`src/rtl/seg_scan_ctrl.sv`:
```
// Multiplexed 7-segment scan controller: per-digit register file, code decode,
// anti-ghost blanking, 16-level brightness. Per-digit blink is built only with SEG_SCAN_BLINK_EN.
module seg_scan_ctrl #(
  parameter int DIGITS         = 6,
  parameter int ADDR_W         = 3,
  parameter int W_CODE         = 5,
  parameter int SCAN_CYC       = 15000,
  parameter int BLANK_CYC      = 10,
  parameter int BLINK_FRAMES   = 64,
  parameter bit SEG_ACTIVE_LOW = 1'b1,
  parameter bit SEL_ACTIVE_LOW = 1'b1
) (
  input  logic              clk,
  input  logic              rst_n,
  input  logic              wr_en,
  input  logic [ADDR_W-1:0] wr_addr,
  input  logic [W_CODE-1:0] wr_code,
  input  logic              wr_dp,
  input  logic              wr_blink,
  input  logic [3:0]        bright,
  output logic [7:0]        segment,
  output logic [DIGITS-1:0] seg_sel,
  output logic              frame_done
);

  localparam int CNT_W = $clog2(SCAN_CYC);
  localparam int IDX_W = $clog2(DIGITS);
  localparam int STEP  = (SCAN_CYC - BLANK_CYC) / 15;

  localparam logic [CNT_W-1:0]  LAST_SLOT = CNT_W'(SCAN_CYC - 1);
  localparam logic [CNT_W-1:0]  LATCH_CNT = CNT_W'(BLANK_CYC - 1);
  localparam logic [CNT_W-1:0]  BLANK_CNT = CNT_W'(BLANK_CYC);
  localparam logic [IDX_W-1:0]  LAST_DIG  = IDX_W'(DIGITS - 1);
  localparam logic [7:0]        SEG_INV   = {8{~SEG_ACTIVE_LOW}};
  localparam logic [DIGITS-1:0] SEL_OFF   = {DIGITS{SEL_ACTIVE_LOW}};

  logic [W_CODE-1:0] code_q [DIGITS];
  logic [DIGITS-1:0] dp_q;

  logic [CNT_W-1:0]  slot_cnt_q, slot_cnt_d;
  logic [IDX_W-1:0]  dig_idx_q, dig_idx_d;
  logic [3:0]        bright_q, bright_d;
  logic [7:0]        segment_q;
  logic [DIGITS-1:0] seg_sel_q, seg_sel_d;
  logic              frame_done_q, frame_done_d;
  logic              slot_wrap, latch_now, suppress, sel_on;
  logic [31:0]       lim;
  logic [DIGITS-1:0] onehot;

  // Internal pattern is active-low {dp, g..a}; polarity applied on the way out.
  function automatic logic [7:0] decode(input logic [W_CODE-1:0] code, input logic dp);
    logic [6:0] s;
    s = 7'h7F;
    case (int'(code))
      0:  s = 7'h40;
      1:  s = 7'h79;
      2:  s = 7'h24;
      3:  s = 7'h30;
      4:  s = 7'h19;
      5:  s = 7'h12;
      6:  s = 7'h02;
      7:  s = 7'h78;
      8:  s = 7'h00;
      9:  s = 7'h10;
      16: s = 7'h23;
      17: s = 7'h0C;
      18: s = 7'h06;
      19: s = 7'h2B;
      20: s = 7'h47;
      21: s = 7'h46;
      22: s = 7'h05;
      23: s = 7'h21;
      24: s = 7'h2F;
      default: s = 7'h7F;
    endcase
    return {~dp, s} ^ SEG_INV;
  endfunction

  always_ff @(posedge clk or negedge rst_n) begin
    if (!rst_n) begin
      for (int i = 0; i < DIGITS; i++) code_q[i] <= W_CODE'(5'h1F);
      dp_q <= '0;
    end else if (wr_en) begin
      // Out-of-range addresses match no entry and are dropped.
      for (int i = 0; i < DIGITS; i++) begin
        if (wr_addr == ADDR_W'(i)) begin
          code_q[i] <= wr_code;
          dp_q[i]   <= wr_dp;
        end
      end
    end
  end

  always_comb begin
    slot_wrap    = (slot_cnt_q == LAST_SLOT);
    latch_now    = (slot_cnt_q == LATCH_CNT);
    slot_cnt_d   = slot_wrap ? '0 : slot_cnt_q + 1'b1;
    dig_idx_d    = dig_idx_q;
    if (slot_wrap) dig_idx_d = (dig_idx_q == LAST_DIG) ? '0 : dig_idx_q + 1'b1;
    bright_d     = latch_now ? bright : bright_q;
    frame_done_d = slot_wrap && (dig_idx_q == LAST_DIG);
  end

`ifdef SEG_SCAN_BLINK_EN
  localparam int FR_W = (BLINK_FRAMES > 1) ? $clog2(BLINK_FRAMES) : 1;
  localparam logic [FR_W-1:0] FR_LAST = FR_W'(BLINK_FRAMES - 1);

  logic [DIGITS-1:0] blink_q;
  logic [FR_W-1:0]   frame_cnt_q, frame_cnt_d;
  logic              blink_ph_q, blink_ph_d;

  always_ff @(posedge clk or negedge rst_n) begin
    if (!rst_n) begin
      blink_q <= '0;
    end else if (wr_en) begin
      for (int i = 0; i < DIGITS; i++) begin
        if (wr_addr == ADDR_W'(i)) blink_q[i] <= wr_blink;
      end
    end
  end

  always_comb begin
    frame_cnt_d = frame_cnt_q;
    blink_ph_d  = blink_ph_q;
    if (frame_done_q) begin
      if (frame_cnt_q == FR_LAST) begin
        frame_cnt_d = '0;
        blink_ph_d  = ~blink_ph_q;
      end else begin
        frame_cnt_d = frame_cnt_q + 1'b1;
      end
    end
    suppress = blink_q[dig_idx_d] && blink_ph_d;
  end

  always_ff @(posedge clk or negedge rst_n) begin
    if (!rst_n) begin
      frame_cnt_q <= '0;
      blink_ph_q  <= 1'b0;
    end else begin
      frame_cnt_q <= frame_cnt_d;
      blink_ph_q  <= blink_ph_d;
    end
  end
`else
  logic unused_blink;
  assign unused_blink = wr_blink;
  assign suppress     = 1'b0;
`endif

  // Select is computed from next-cycle counter values so it lines up with the registered pins.
  always_comb begin
    lim    = 32'(BLANK_CYC) + 32'(bright_d) * 32'(STEP);
    sel_on = (slot_cnt_d >= BLANK_CNT) &&
             ((bright_d == 4'hF) || (32'(slot_cnt_d) < lim)) && !suppress;
    onehot = '0;
    onehot[dig_idx_d] = 1'b1;
    seg_sel_d = sel_on ? (onehot ^ SEL_OFF) : SEL_OFF;
  end

  always_ff @(posedge clk or negedge rst_n) begin
    if (!rst_n) begin
      slot_cnt_q   <= '0;
      dig_idx_q    <= '0;
      bright_q     <= '0;
      segment_q    <= 8'hFF ^ SEG_INV;
      seg_sel_q    <= SEL_OFF;
      frame_done_q <= 1'b0;
    end else begin
      slot_cnt_q   <= slot_cnt_d;
      dig_idx_q    <= dig_idx_d;
      bright_q     <= bright_d;
      seg_sel_q    <= seg_sel_d;
      frame_done_q <= frame_done_d;
      if (latch_now) segment_q <= decode(code_q[dig_idx_q], dp_q[dig_idx_q]);
    end
  end

  assign segment    = segment_q;
  assign seg_sel    = seg_sel_q;
  assign frame_done = frame_done_q;

endmodule

```
`config.mk`:
```
export PLATFORM = sky130hd
export DESIGN_NAME = seg_scan_ctrl
export DESIGN_NICKNAME = d
export VERILOG_FILES = /design/src/rtl/seg_scan_ctrl.sv
export SDC_FILE = /design/constraint.sdc
export NUM_CORES = 1
export LEC_CHECK = 0
export ABC_AREA = 1
export CAP_MARGIN = 20
export CORE_MARGIN = 3
export CORE_UTILIZATION = 60
export CTS_CLUSTER_SIZE = 10
export DETAILED_ROUTE_END_ITERATION = 7
export MAX_ROUTING_LAYER = met4
export PLACE_DENSITY = 0.89
export SYNTH_ARGS = -nofsm -noshare
export SYNTH_HDL_FRONTEND = slang
export SYNTH_SLANG_ARGS = --single-unit
```
`constraint.sdc`:
```
create_clock -name clk -period 8.4 [get_ports clk]
set_input_delay 1.26 -clock clk [delete_from_list [all_inputs] [get_ports clk]]
set_output_delay 1.26 -clock clk [all_outputs]
set_load 0.05 [all_outputs]
```
# After elaboration in Yosys (flattened, before gate mapping)
# Memories as Yosys holds them, arrays and structs flattened. A register that Yosys moved wholly into a read port is not among the register bits.
# Index checks and enable logic that the tools add are counted.
# Widths: inputs -> output; s select.
[word_totals] reg_bits=72 n_memories=1 wordCells=65 rom_bits=224
[classes] mul=1 bitwise_logic=3 n_eq_ne=9 n_addsub=3 magnitude_cmp=6 muxes=12 reduce_logical=12
[memory_table] name="(name not given)" depth=32 word_bits=7 rd=1 rd_clocked_by_memory_dff=1 wr=0 line="54" rtl="case (int'(code))"
[ops] operator="$add 4x14->15 const A" count=1
[ops] operator="$bmux 5 s3" count=1
[ops] operator="$lt 14x15->1" count=1
[ops] operator="$add 14x1->14 const B" count=1
[ops] operator="$eq 14x14->1 const B" count=1
[ops] operator="$eq 14x4->1 const B" count=1
[ops] operator="$ge 14x4->1 const B" count=1
[ops] operator="$mul 4x10->14 const B" count=1
[ops] operator="$mux 14" count=1
[ops] operator="$reduce_and 2->1" count=6
[ops] operator="$mux 5" count=2
[ops] operator="$eq 3x3->1 const B" count=3
[ops] operator="$lt 3x4->1 const B" count=2
[ops] operator="$eq 3x2->1 const B" count=2
[ops] operator="$mux 3" count=2
[ops] operator="$mux 6" count=1
[ops] operator="$not 6->6" count=1
[ops] operator="$eq 4x4->1 const B" count=1
[ops] operator="$ge 4x4->1 const B" count=1
[ops] operator="$mux 4" count=1
[ops] operator="$not 3->4" count=1
[ops] operator="$add 3x1->3 const B" count=1
[ops] operator="$bmux 1 s3" count=1
[ops] operator="$demux 1 s3" count=1
[ops] operator="8 further kinds" count=11

# Depth between registers and ports, before layout
# Gate-level depths: netlist of the first run.
[logic_depth] depth_word=9 ltp_mapped=30 depth_no_buf=30

# Least setup slack after synthesis of the first run
# OpenSTA, ideal clock, no wires.
[synth_path] kind="input to register" start="input port bright[3]" end="register seg_sel_q[0] (netlist: seg_sel[0])" setup_ns=0.085 cell_stages=21 n_path_buf=0 arrival_time_ns=4.837 setup_slack_ns=3.478 cell_sequence="nor2_1 nor2_1 inv_1 fa_1 inv_1 fa_1 inv_1 ha_1 ha_1 inv_1 nor3_1 nand3_1 nand4_1 xor2_1 ha_1 and3_1 nand2_1 a31o_2 nand2_1 nand2_2 nand3_1"
[synth_between] elab_chain_cells=7 word_cells_on_any_way=8
[synth_rtl] element="start: declaration" line="20" rtl="input logic [3:0] bright,"
[synth_rtl] element="$mux 4 (*)" line="100" rtl="bright_d = latch_now ? bright : bright_q;"
[synth_rtl] element="named net bright_d[3]" line="42" rtl="logic [3:0] bright_q, bright_d;"
[synth_rtl] element="$mul 4x10->14" line="153" rtl="lim = 32'(BLANK_CYC) + 32'(bright_d) * 32'(STEP);"
[synth_rtl] element="$add 4x14->15" line="153"
[synth_rtl] element="$lt 14x15->1" line="155" rtl="((bright_d == 4'hF) || (32'(slot_cnt_d) < lim)) && !suppress;"
[synth_rtl] element="$logic_or 1x1->1 (*)" line="155"
[synth_rtl] element="$logic_and 1x1->1 (*)" line="154" rtl="sel_on = (slot_cnt_d >= BLANK_CNT) &&"
[synth_rtl] element="$mux 6 (*)" line="158" rtl="seg_sel_d = sel_on ? (onehot ^ SEL_OFF) : SEL_OFF;"
[synth_rtl] element="named net seg_sel_d[0]" line="44" rtl="logic [DIGITS-1:0] seg_sel_q, seg_sel_d;"
[synth_rtl] element="end signal: assignment" line="173" rtl="seg_sel_q <= seg_sel_d;"
[synth_rtl] element="end: declaration" line="44"
# Mark *: on every way through the listed nets, which the timed path passes. The rest lies on a longest branch.
# A chain may end at the register's enable or synchronous reset.

# Final worst setup path of the first run
[layout_path] start="input port bright[1]" end="register seg_sel_q[0] (netlist: seg_sel[0])"
# The elaborated chain is that of the path after synthesis.

==> results by group, run 1 <==
Run status
  • Status: complete, no violations

Routing
  • First-pass iteration count of the detailed router: 6
  • DR vias: ~4500
  • Drt first-iter violations: ~270
  • Routed Antenna Nets: 0
  • Routed len/inst: 15.8 um
  • DR vias/cell: 5.79
  • WL final: ~12000 um
  • DRC violations left: 0

Global route
  • Largest net degree at the start of global routing: between 70 and 80
  • Total global routing overflow: 0
  • First-pass GRT wire length: about 20000 um
  • Antenna violations before repair: 0
  • Tot GR Track Use: a little over a quarter
  • Vias in the first global route: between 4000 and 5000

Clock tree
  • Clk root buf: clkbuf_8
  • Clock latency on the worst-skew pair: 0.36 ns
  • CTS resizes: 0
  • CTS max path bufs: 2
  • CTS tree: yes
  • CTS H-tree depth: 3
  • Cts bufs inserted: 9
  • Post-CTS Setup Inserts: 0
  • Reg clk slew, reported paths: about 0.09 ns
  • Total number of clock tree sinks: between 70 and 80
  • CTS Hold Bufs: 0

STA
  • Fin. Hold Viols: 0
  • Setup TNS: 0 ns
  • Clk_skew: 0.0174 ns
  • Final Slew Violations: 0
  • Final min period: ~5.7 ns
  • Final setup vio count: 0
  • Fmax: about 0.18 GHz
  • RSZ-0062 raised after global routing: false
  • Slew @ Worst Pin: around 0.9 ns
  • Normalized max-slew margin: around two fifths
  • Final period util: 67.6%
  • Hold_ws: 0.472 ns

Floorplan
  • Die height: just under 100 um
  • Core Rows: 32
  • Core box area: between 7000 and 8000 um^2
  • Initial Utilization: between 60% and 70%
  • Die extent in x: roughly 98 um
  • Die ar.: around 9600 um^2
  • I/O pin total: 32

Synth
  • Avg Inst Size Synth: between 8 and 9 um^2
  • Cell accounting for the most synthesized area: dfstp_2
  • Netlist Area Pre-Place: between 5000 and 6000 um^2
  • Post-synth top area share: ~23%
  • Syn. warnings: 0
  • Largest cells by area after synthesis: dfstp_2 23%, ha_1 14%, dfrtp_1 14%, nand2_1 10%, o21ai_0 5.4%
  • Syn nets: 713
  • Seq/Total Area, Yosys: between 30% and 40%
  • FF+latch count, synth: between 70 and 80
  • Synth unique cells: 47
  • Primary FF master, synth: dfstp_2
  • Async S/R FF share, synth: between 90% and 100%
  • Post-synth EDFFs: 0
  • Gate Count Post-Synth: 633

Setup path
  • CP endpoint kind: flip-flop
  • CP Cell Sequence: clkdlybuf4s50_1 > nand2_1 > nand2_1 > inv_1 > fa_1 > inv_1 > fa_1 > inv_1 > ha_1 > ha_1 > inv_1 > nor3_1 > nand3_1 > nand4_1 > xor2_1 > ha_1 > and3_1 > nand2_1 > a31o_2 > nand2_1 > nand2_2 > nand3_1
  • Setup CP Type: in -> reg
  • Peak fanout along the critical path: 7
  • Setup crit start kind: input pin
  • Worst path slowest cell: fa_1
  • Worst endpoint required time: about 8.7 ns
  • Crit-path max cell delay: between 0.6 and 0.7 ns
  • Reg-to-reg slack, setup: between 2 and 3 ns
  • CP Data Arrival Time: 5.94 ns

Layout
  • N_diodes: 0
  • Nets@finish: around 750
  • Layout area overhead: 11.4%
  • Share of post-route cells with drive strength above 1: between 10% and 20%

Placement
  • Post-DP HPWL: roughly 9000 um
  • Gpl congestion: 0.939
  • Port Buffer Count: 30

Job
  • Max-cap violations: 0

Power
  • VDD IR max: ~0.000092 V
  • P per Cell Area: 194 nW/um^2
  • Leak: ~2.8 nW

Hold path
  • Class of the worst hold path: reg -> reg
[stage by stage]
step	setup slack, ns	area [um^2]	power, mW	util [%]	cells
4_1_cts	2.77	5670	1.10	71.2	773
2_1_floorplan	3.48	5090	0.708	-	633
3_5_place_dp	2.42	5470	0.810	68.7	757
5_1_grt	2.35	5670	1.16	71.2	773
6_report	2.73	5670	1.10	71.2	773
3_3_place_gp	2.66	5470	0.782	68.7	757
[critical path: cells and delay by family]
family | cells | cell delay (ns)
fa+ha+maj | 5 | 2.12
simple gates | 10 | 1.36
buf+inv | 5 | 0.91
xor+xnor | 1 | 0.16
compound gates | 1 | 0.13
[routing by layer]
layer	wire length, um	track usage [%]	share of wire [%]
met5	0	-	0
met4	377	12.1	3.1
met3	680	3.64	5.6
met2	6150	45.1	50
met1	4970	32.1	41
[cells in the final DEF (no fill, tap or decap), types with 3 or more instances in the layout]
master,netlist,routed
a21o_1,3,3
a21oi_1,16,16
a31oi_1,3,3
clkbuf_8,0,9
clkdlybuf4s50_1,0,29
dfrtp_1,28,28
dfstp_2,44,44
fa_1,5,5
ha_1,58,58
inv_1,70,70
inv_2,8,8
inv_4,2,3
nand2_1,136,136
nand2_2,5,5
nand3_1,43,43
nand4_1,7,7
nor2_1,65,65
nor2_4,4,4
nor3_1,10,10
nor3_2,3,3
o211ai_1,7,7
o21ai_0,55,55
o21ai_1,3,3
o21ai_2,4,4
o21bai_1,3,3
or2_2,3,3
xnor2_1,4,4
xor2_1,12,12
[Yosys cell counts, types with 8 or more instances]
library cell	n
nand2_1	136
inv_1	70
nor2_1	65
ha_1	58
o21ai_0	55
dfstp_2	44
nand3_1	43
dfrtp_1	28
a21oi_1	16
xor2_1	12
nor3_1	10
inv_2	8
[report_power, final]
| group | internal [mW] | switching (mW) | total, mW | leakage (nW) |
|---|---|---|---|---|
| Clock | 0.140 | 0.145 | 0.285 | 0.105 |
| Sequential | 0.417 | 0.0245 | 0.442 | 0.820 |
| Combinational | 0.139 | 0.232 | 0.371 | 1.88 |
[layout make-up]
class | instances | area (um^2)
multi-input combinational | 471 | 2870
fill | 589 | 2300
sequential | 72 | 1860
inverter | 81 | 309
timing repair buffer | 31 | 303
tap | 102 | 128
clock buffer | 9 | 124
clock inverter | 7 | 76.3
[flip-flops by register name, summed over array words and instances, names as in the netlist]
| signal | flops |
|---|---|
| dig_idx_q | 3 |
| code_q | 30 |
| slot_cnt_q | 14 |
| dp_q | 6 |
| bright_q | 4 |
| seg_sel | 6 |
| segment | 8 |
| frame_done | 1 |
[cell families after synthesis]
kind of cell / synth area share, %
DFF: 36.5
buffers and inverters: 7.05
adders and majority gates: 16.2
xor gates and xnor gates: 2.75
AOI/OAI and AO/OA: 11.9
and+or+nand+nor: 25.5
[final timing paths]
check	cells after the start	to	from
max	22	seg_sel[0]$_DFF_PN1_	bright[1]
min	2	segment[0]$_DFFE_PN1P_	segment[0]$_DFFE_PN1P_
max reg2reg	27	seg_sel[0]$_DFF_PN1_	slot_cnt_q[1]$_DFF_PN0_
min reg2reg	2	segment[0]$_DFFE_PN1P_	segment[0]$_DFFE_PN1P_
max in group asynchronous	2	bright_q[1]$_DFF_PN0_	rst_n
min in group asynchronous	2	dp_q[3]$_DFFE_PN0P_	rst_n
Note: power is estimated with default switching activity, not from simulation.
==> inputs of run 2 (changes only) <==
Clock period 8.4 ns to 5.9 ns, I/O delays scaled along.
==> run 2 against run 1 <==
Effect of this change:
- final area increased by 0.31%
- core utilization rose by 0.22 points
- critical endpoint is now seg_sel[3]$_DFF_PN1_
- clock skew fell by 0.0022 ns
==> results by group, run 2 (synthesis results as in run 1) <==
Power
  • Leak: 2.80 nW (about the same)
  • Switching part of the total: 34.6% (-2.0 points)
  • Total Power: 1.57 mW (+43%)
  • P per Cell Area: 276 nW/um^2 (+43%)
  • P_int: 1.03 mW (+48%)
  • Clock power share: 27.1% (+1.1 points)
  • VDD IR max: 0.000168 V (+83%)
  • Part of the power in registers: 39.9% (-0.3 points)
  • Combinational Power Share: 32.9% (-0.9 points)
  • Net Sw Power: 0.543 mW (+35%)

STA
  • Final worst setup slack: 0.446 ns (-2.28 ns)
  • Slew @ Worst Pin: 0.880 ns (-0.0203 ns)
  • Clk_skew: 0.0152 ns (-0.00216 ns)
  • Final min period: about 5.5 ns
  • RSZ-0062 raised after global routing: false
  • Normalized max-slew margin: 41.4% (+1.4 points)
  • Fin. Hold Viols: 0 (unchanged)
  • Setup TNS: 0 ns (unchanged)
  • Final Slew Violations: 0 (unchanged)
  • Final setup vio count: 0 (unchanged)
  • Hold_ws: 0.472 ns (-0.000100 ns)
  • Final period util: between 90 and 100%
  • Fmax: roughly 0.18 GHz

Floorplan
  • Die height: 98.1 um (unchanged)
  • I/O pin total: 32 (unchanged)
  • Initial Utilization: 63.9% (unchanged)
  • Core box area: 7970 um^2 (unchanged)
  • Die extent in x: 98.1 um (unchanged)
  • Core Rows: 32 (unchanged)
  • Die ar.: 9620 um^2 (unchanged)

Layout
  • Largest Register: code_q
  • N_diodes: 0 (unchanged)
  • Fill count: 562 (-4.6%)
  • Nets@finish: 746 (unchanged)
  • Fin util: 71.4% (+0.22 points)
  • Post-route cell area: 5690 um^2 (+0.31%)
  • Share of post-route cells with drive strength above 1: 15.1% (unchanged)
  • Fin cells: 773 (unchanged)
  • Largest register FFs: 30 (unchanged)
  • Most frequent cells in the layout: 134 x nand2_1, 70 x inv_1, 65 x nor2_1, 58 x ha_1, 55 x o21ai_0
  • Layout area overhead: 11.8%
  • FF+latch area: 1860 um^2 (unchanged)
  • Commonest non-fill, non-tap cell in the layout: nand2_1
  • Footprint of the multi-input gates: 2880 um^2 (+0.17%)

Hold path
  • Class of the worst hold path: reg -> reg
  • WHS Path Cells: 2 (unchanged)

Setup path
  • Critical path's most frequent cell: inv_1
  • Worst endpoint required time: 6.16 ns (-2.50 ns)
  • CP endpoint kind: flip-flop
  • Crit-path max cell delay: 0.60 ns (-0.09 ns)
  • Peak fanout along the critical path: 10 (+3)
  • Worst path slowest cell: fa_1
  • CP Data Arrival Time: 5.71 ns (-0.23 ns)
  • Worst r2r path cells: 27 (unchanged)
  • Setup CP Type: reg -> reg
  • Reg-to-reg slack, setup: 0.45 ns (-2.29 ns)
  • Setup crit start kind: flip-flop

Routing
  • Routed Antenna Nets: 0 (unchanged)
  • DRC violations left: 0 (unchanged)
  • DR vias/cell: 5.66 (-2.3%)
  • First-pass iteration count of the detailed router: 5 (-1)
  • DR vias: 4378 (-2.3%)
  • Routed len/inst: 15.2 um (-3.4%)
  • Drt first-iter violations: 250 (-8.8%)
  • WL final: 11800 um (-3.4%)

Global route
  • Tot GR Track Use: 25.9% (-0.97 points)
  • Vias in the first global route: 4257 (-4.9%)
  • Largest net degree at the start of global routing: 73 (unchanged)
  • Antenna violations before repair: 0 (unchanged)
  • Total global routing overflow: 0 (unchanged)
  • First-pass GRT wire length: 19800 um (-3.1%)

Clock tree
  • CTS tree: yes
  • Reg clk slew, reported paths: 0.08 ns (about the same)
  • Total number of clock tree sinks: 72 (unchanged)
  • Clock latency on the worst-skew pair: 0.35 ns (about the same)
  • CTS H-tree depth: 3 (unchanged)
  • Cts bufs inserted: 9 (unchanged)
  • Clk root buf: clkbuf_8
  • CTS max path bufs: 2 (unchanged)

Placement
  • Placed cell area: 5470 um^2 (unchanged)
  • Placed cell count: 757 (unchanged)
  • Pre-CTS setup slack: 0.379 ns (-2.04 ns)
  • Gpl congestion: 0.960 (+2.3%)
  • Post-DP HPWL: 8620 um (-4.4%)
  • Port Buffer Count: 30 (unchanged)

Job
  • Max-cap violations: 0 (unchanged)

Run status
  • Status: complete, no violations
-- run 2: final timing paths --
kind                                    startpoint                     end
max in group asynchronous                    rst_n   bright_q[2]$_DFF_PN0_
hold reg to reg             segment[3]$_DFFE_PN1P_  segment[3]$_DFFE_PN1P_
min in group asynchronous                    rst_n     dp_q[4]$_DFFE_PN0P_
hold / removal              segment[3]$_DFFE_PN1P_  segment[3]$_DFFE_PN1P_
setup / recovery           slot_cnt_q[1]$_DFF_PN0_    seg_sel[3]$_DFF_PN1_
setup reg to reg           slot_cnt_q[1]$_DFF_PN0_    seg_sel[3]$_DFF_PN1_
-- run 2: power by group through the flow --
stage	logic [mW]	registers (mW)	clock network, mW
floorplan	0.328	0.680	0
global placement	0.483	0.631	0
detailed placement	0.511	0.634	0
CTS	0.516	0.627	0.432
global route	0.581	0.635	0.457
finish	0.517	0.628	0.426
-- run 2: repair_timing --
| item | 4_1_cts | 5_1_grt |
|---|---|---|
| resized for setup | 0 | 2 |
| hold buffers | 0 | 0 |
| buffers inserted | 0 | 0 |
| setup endpoints to repair | 0 | 6 |
-- run 2: routing by layer --
metal	part of all wire [%]	vias up	global-route usage, %
li1	-	2136	-
met1	43	2040	32.0
met2	50	164	43.8
met3	5.0	38	4.57
met4	2.4	0	7.03
met5	0	-	-
-- run 2: cell type report --
cell class,instances,area share (%)
Timing Repair Buffer,31,5.32
Multi-Input combinational cell,471,50.6
Tap cell,102,2.24
Inverter,81,5.43
Clock inverter,5,1.43
Sequential cell,72,32.6
Clock buffer,11,2.31
-- run 2: critical path, delay by kind of cell (launching register included) --
| kind | cells | cell delay (ns) |
|---|---|---|
| AOI/OAI and AO/OA | 1 | 0.14 |
| xor gates and xnor gates | 1 | 0.18 |
| adders and majority gates | 6 | 2.17 |
| buffers and inverters | 6 | 0.67 |
| DFF | 1 | 0.41 |
| and+or+nand+nor | 13 | 1.79 |
==> inputs of run 3 (changes only) <==
Settings changed: CORE_MARGIN 3 to default.
==> run 3 against run 2 <==
Effect of this change:
- clock skew fell by 0.0020 ns
- clock power fell by 11%
- combinational power increased by 0.8%
- setup slack got worse by 0.084 ns
- global-route usage increased by 3.6 points
- final cell count grew 0.65%
- largest power group unchanged
==> results by group, run 3 (synthesis results as in run 1) <==
STA
  • Final period util: 93.9% (+1.4 points)
  • Slew @ Worst Pin: 0.888 ns (+0.00808 ns)
  • Fmax: 0.181 GHz (-1.5%)
  • Setup TNS: 0 ns (unchanged)
  • Final Slew Violations: 0 (unchanged)
  • RSZ-0062 raised after global routing: false
  • Final setup vio count: 0 (unchanged)
  • Final min period: 5.54 ns (+0.0844 ns)
  • Normalized max-slew margin: 40.8% (-0.54 points)
  • Fin. Hold Viols: 0 (unchanged)
  • Clk_skew: 0.0132 ns (-0.00200 ns)

Layout
  • N_diodes: 0 (unchanged)
  • Nets@finish: 748 (+0.27%)
  • Layout area overhead: 11.7% (about the same)
  • Post-route cell area: 5690 um^2 (about the same)
  • Fill count: 664 (+18%)
  • Commonest non-fill, non-tap cell in the layout: nand2_1
  • FF+latch area: 1860 um^2 (unchanged)
  • Share of post-route cells with drive strength above 1: 15.3% (+0.25 points)
  • Largest Register: code_q
  • Footprint of the multi-input gates: 2870 um^2 (-0.17%)
  • Largest register FFs: 30 (unchanged)
  • Most frequent cells in the layout: 136 x nand2_1, 70 x inv_1, 65 x nor2_1, 58 x ha_1, 55 x o21ai_0

Setup path
  • Setup CP Type: reg -> reg
  • Setup crit start kind: flip-flop
  • Worst path slowest cell: fa_1
  • Worst endpoint required time: 6.17 ns (about the same)
  • Critical path's most frequent cell: nand2_1
  • Peak fanout along the critical path: 7 (-3)
  • Crit-path max cell delay: 0.68 ns (+0.08 ns)
  • CP Data Arrival Time: 5.81 ns (+0.10 ns)
  • CP endpoint kind: flip-flop

Global route
  • Tot GR Track Use: 29.4% (+3.6 points)
  • First-pass GRT wire length: 19800 um (+0.14%)
  • Total global routing overflow: 0 (unchanged)
  • Antenna violations before repair: 0 (unchanged)
  • Largest net degree at the start of global routing: 73 (unchanged)
  • Vias in the first global route: 4283 (+0.61%)

Power
  • Net Sw Power: 0.549 mW (+1.0%)
  • Part of the power in registers: 41.1% (+1.2 points)
  • Clock power share: 24.9% (-2.2 points)
  • Switching part of the total: 35.9% (+1.3 points)
  • Leak: 2.81 nW (+0.20%)
  • Combinational Power Share: 34.0% (+1.1 points)
  • VDD IR max: 0.000142 V (-16%)
  • P per Cell Area: 269 nW/um^2 (-2.6%)
  • P_int: 0.981 mW (-4.6%)

Routing
  • DR vias/cell: 5.64 (-0.46%)
  • Routed len/inst: 15.0 um (-1.2%)
  • First-pass iteration count of the detailed router: 5 (unchanged)
  • Drt first-iter violations: 234 (-6.4%)
  • DRC violations left: 0 (unchanged)
  • Routed Antenna Nets: 0 (unchanged)
  • DR vias: 4386 (+0.18%)
  • WL final: 11700 um (-0.60%)

Placement
  • Post-DP HPWL: 8700 um (+0.96%)
  • Placed cell area: 5480 um^2 (+0.21%)
  • Gpl congestion: 0.910 (-5.3%)
  • Port Buffer Count: 30 (unchanged)

Clock tree
  • CTS max path bufs: 2 (unchanged)
  • Cts bufs inserted: 9 (unchanged)
  • Clk root buf: clkbuf_8
  • Reg clk slew, reported paths: 0.07 ns (about the same)
  • Total number of clock tree sinks: 72 (unchanged)
  • CTS H-tree depth: 3 (unchanged)
  • CTS tree: yes
  • Clock latency on the worst-skew pair: 0.34 ns (about the same)

Floorplan
  • Die ar.: 8860 um^2 (-8.0%)
  • Core Rows: 33 (+3.1%)
  • Die extent in x: 94.1 um (-4.1%)
  • Core box area: 8220 um^2 (+3.1%)
  • Die height: 94.1 um (-4.1%)
  • Initial Utilization: 61.9% (-1.9 points)
  • I/O pin total: 32 (unchanged)

Hold path
  • Class of the worst hold path: reg -> reg

Run status
  • Status: complete, no violations

Job
  • Max-cap violations: 0 (unchanged)
-- run 3: changes by cell type in the layout (fill, tap and decap cells not counted), sizes merged --
cell	previous run	this run
buf	2	4
clkinv	3	4
clkbuf	11	12
bufinv	2	0
-- run 3: layout make-up --
type | instances | share of cell area (%)
multi-input cells | 471 | 50.5
flip-flops and latches | 72 | 32.7
repair buffers | 33 | 5.59
inverters | 81 | 5.50
clock buffers | 12 | 2.93
well taps | 105 | 2.31
clock inverters | 4 | 0.484
-- run 3: worst paths after layout --
kind	from	end	slack, ns	cells past startpoint
max	slot_cnt_q[1]$_DFF_PN0_	seg_sel[5]$_DFF_PN1_	0.36	28
max reg2reg	slot_cnt_q[1]$_DFF_PN0_	seg_sel[5]$_DFF_PN1_	0.36	28
min reg2reg	segment[5]$_DFFE_PN1P_	segment[5]$_DFFE_PN1P_	0.47	2
max in group asynchronous	rst_n	bright_q[3]$_DFF_PN0_	4.57	2
min in group asynchronous	rst_n	dp_q[2]$_DFFE_PN0P_	0.76	2
min	segment[5]$_DFFE_PN1P_	segment[5]$_DFFE_PN1P_	0.47	2
-- run 3: timing repair --
item / 4_1_cts / 5_1_grt
endpoints found under the setup margin: 0 / 6
resized for setup: 0 / 1
hold buffers: 0 / 0
buffers inserted: 0 / 1
-- run 3: power by group through the flow --
stage	logic [mW]	registers [mW]	clock network [mW]
detailed placement	0.510	0.636	0
floorplan	0.328	0.680	0
CTS	0.519	0.628	0.386
global route	0.585	0.636	0.407
finish	0.521	0.629	0.380
global placement	0.484	0.631	0
-- run 3: routing by layer --
layer	GRT usage [%]	share of wire, %	vias to the layer above	wire [um]
met3	4.37	6.0	24	701
met1	36.1	41	2058	4820
li1	-	-	2139	-
met5	-	0	-	0
met4	9.23	2.0	0	229
met2	50.1	51	165	5950
-- run 3: through the flow --
step                setup WS, ns  total power, mW  instances  hold WS, ns  utilization, %
finish                     0.361             1.53        778        0.470            69.2
floorplan                   1.23             1.01        633        0.448               -
detailed placement         0.461             1.15        761        0.458            66.7
CTS                        0.375             1.53        777        0.471            69.1
global route              0.0221             1.63        778        0.480            69.2
global placement           0.564             1.12        761        0.456            66.7
-- run 3: critical path: cells and delay by family, from the launching register on --
family | cells | cell delay, ns
AOI/OAI and AO/OA | 2 | 0.45
xor gates and xnor gates | 1 | 0.21
adders and majority gates | 6 | 2.32
buffers and inverters | 5 | 0.63
DFF | 1 | 0.41
and+or+nand+nor | 14 | 1.43
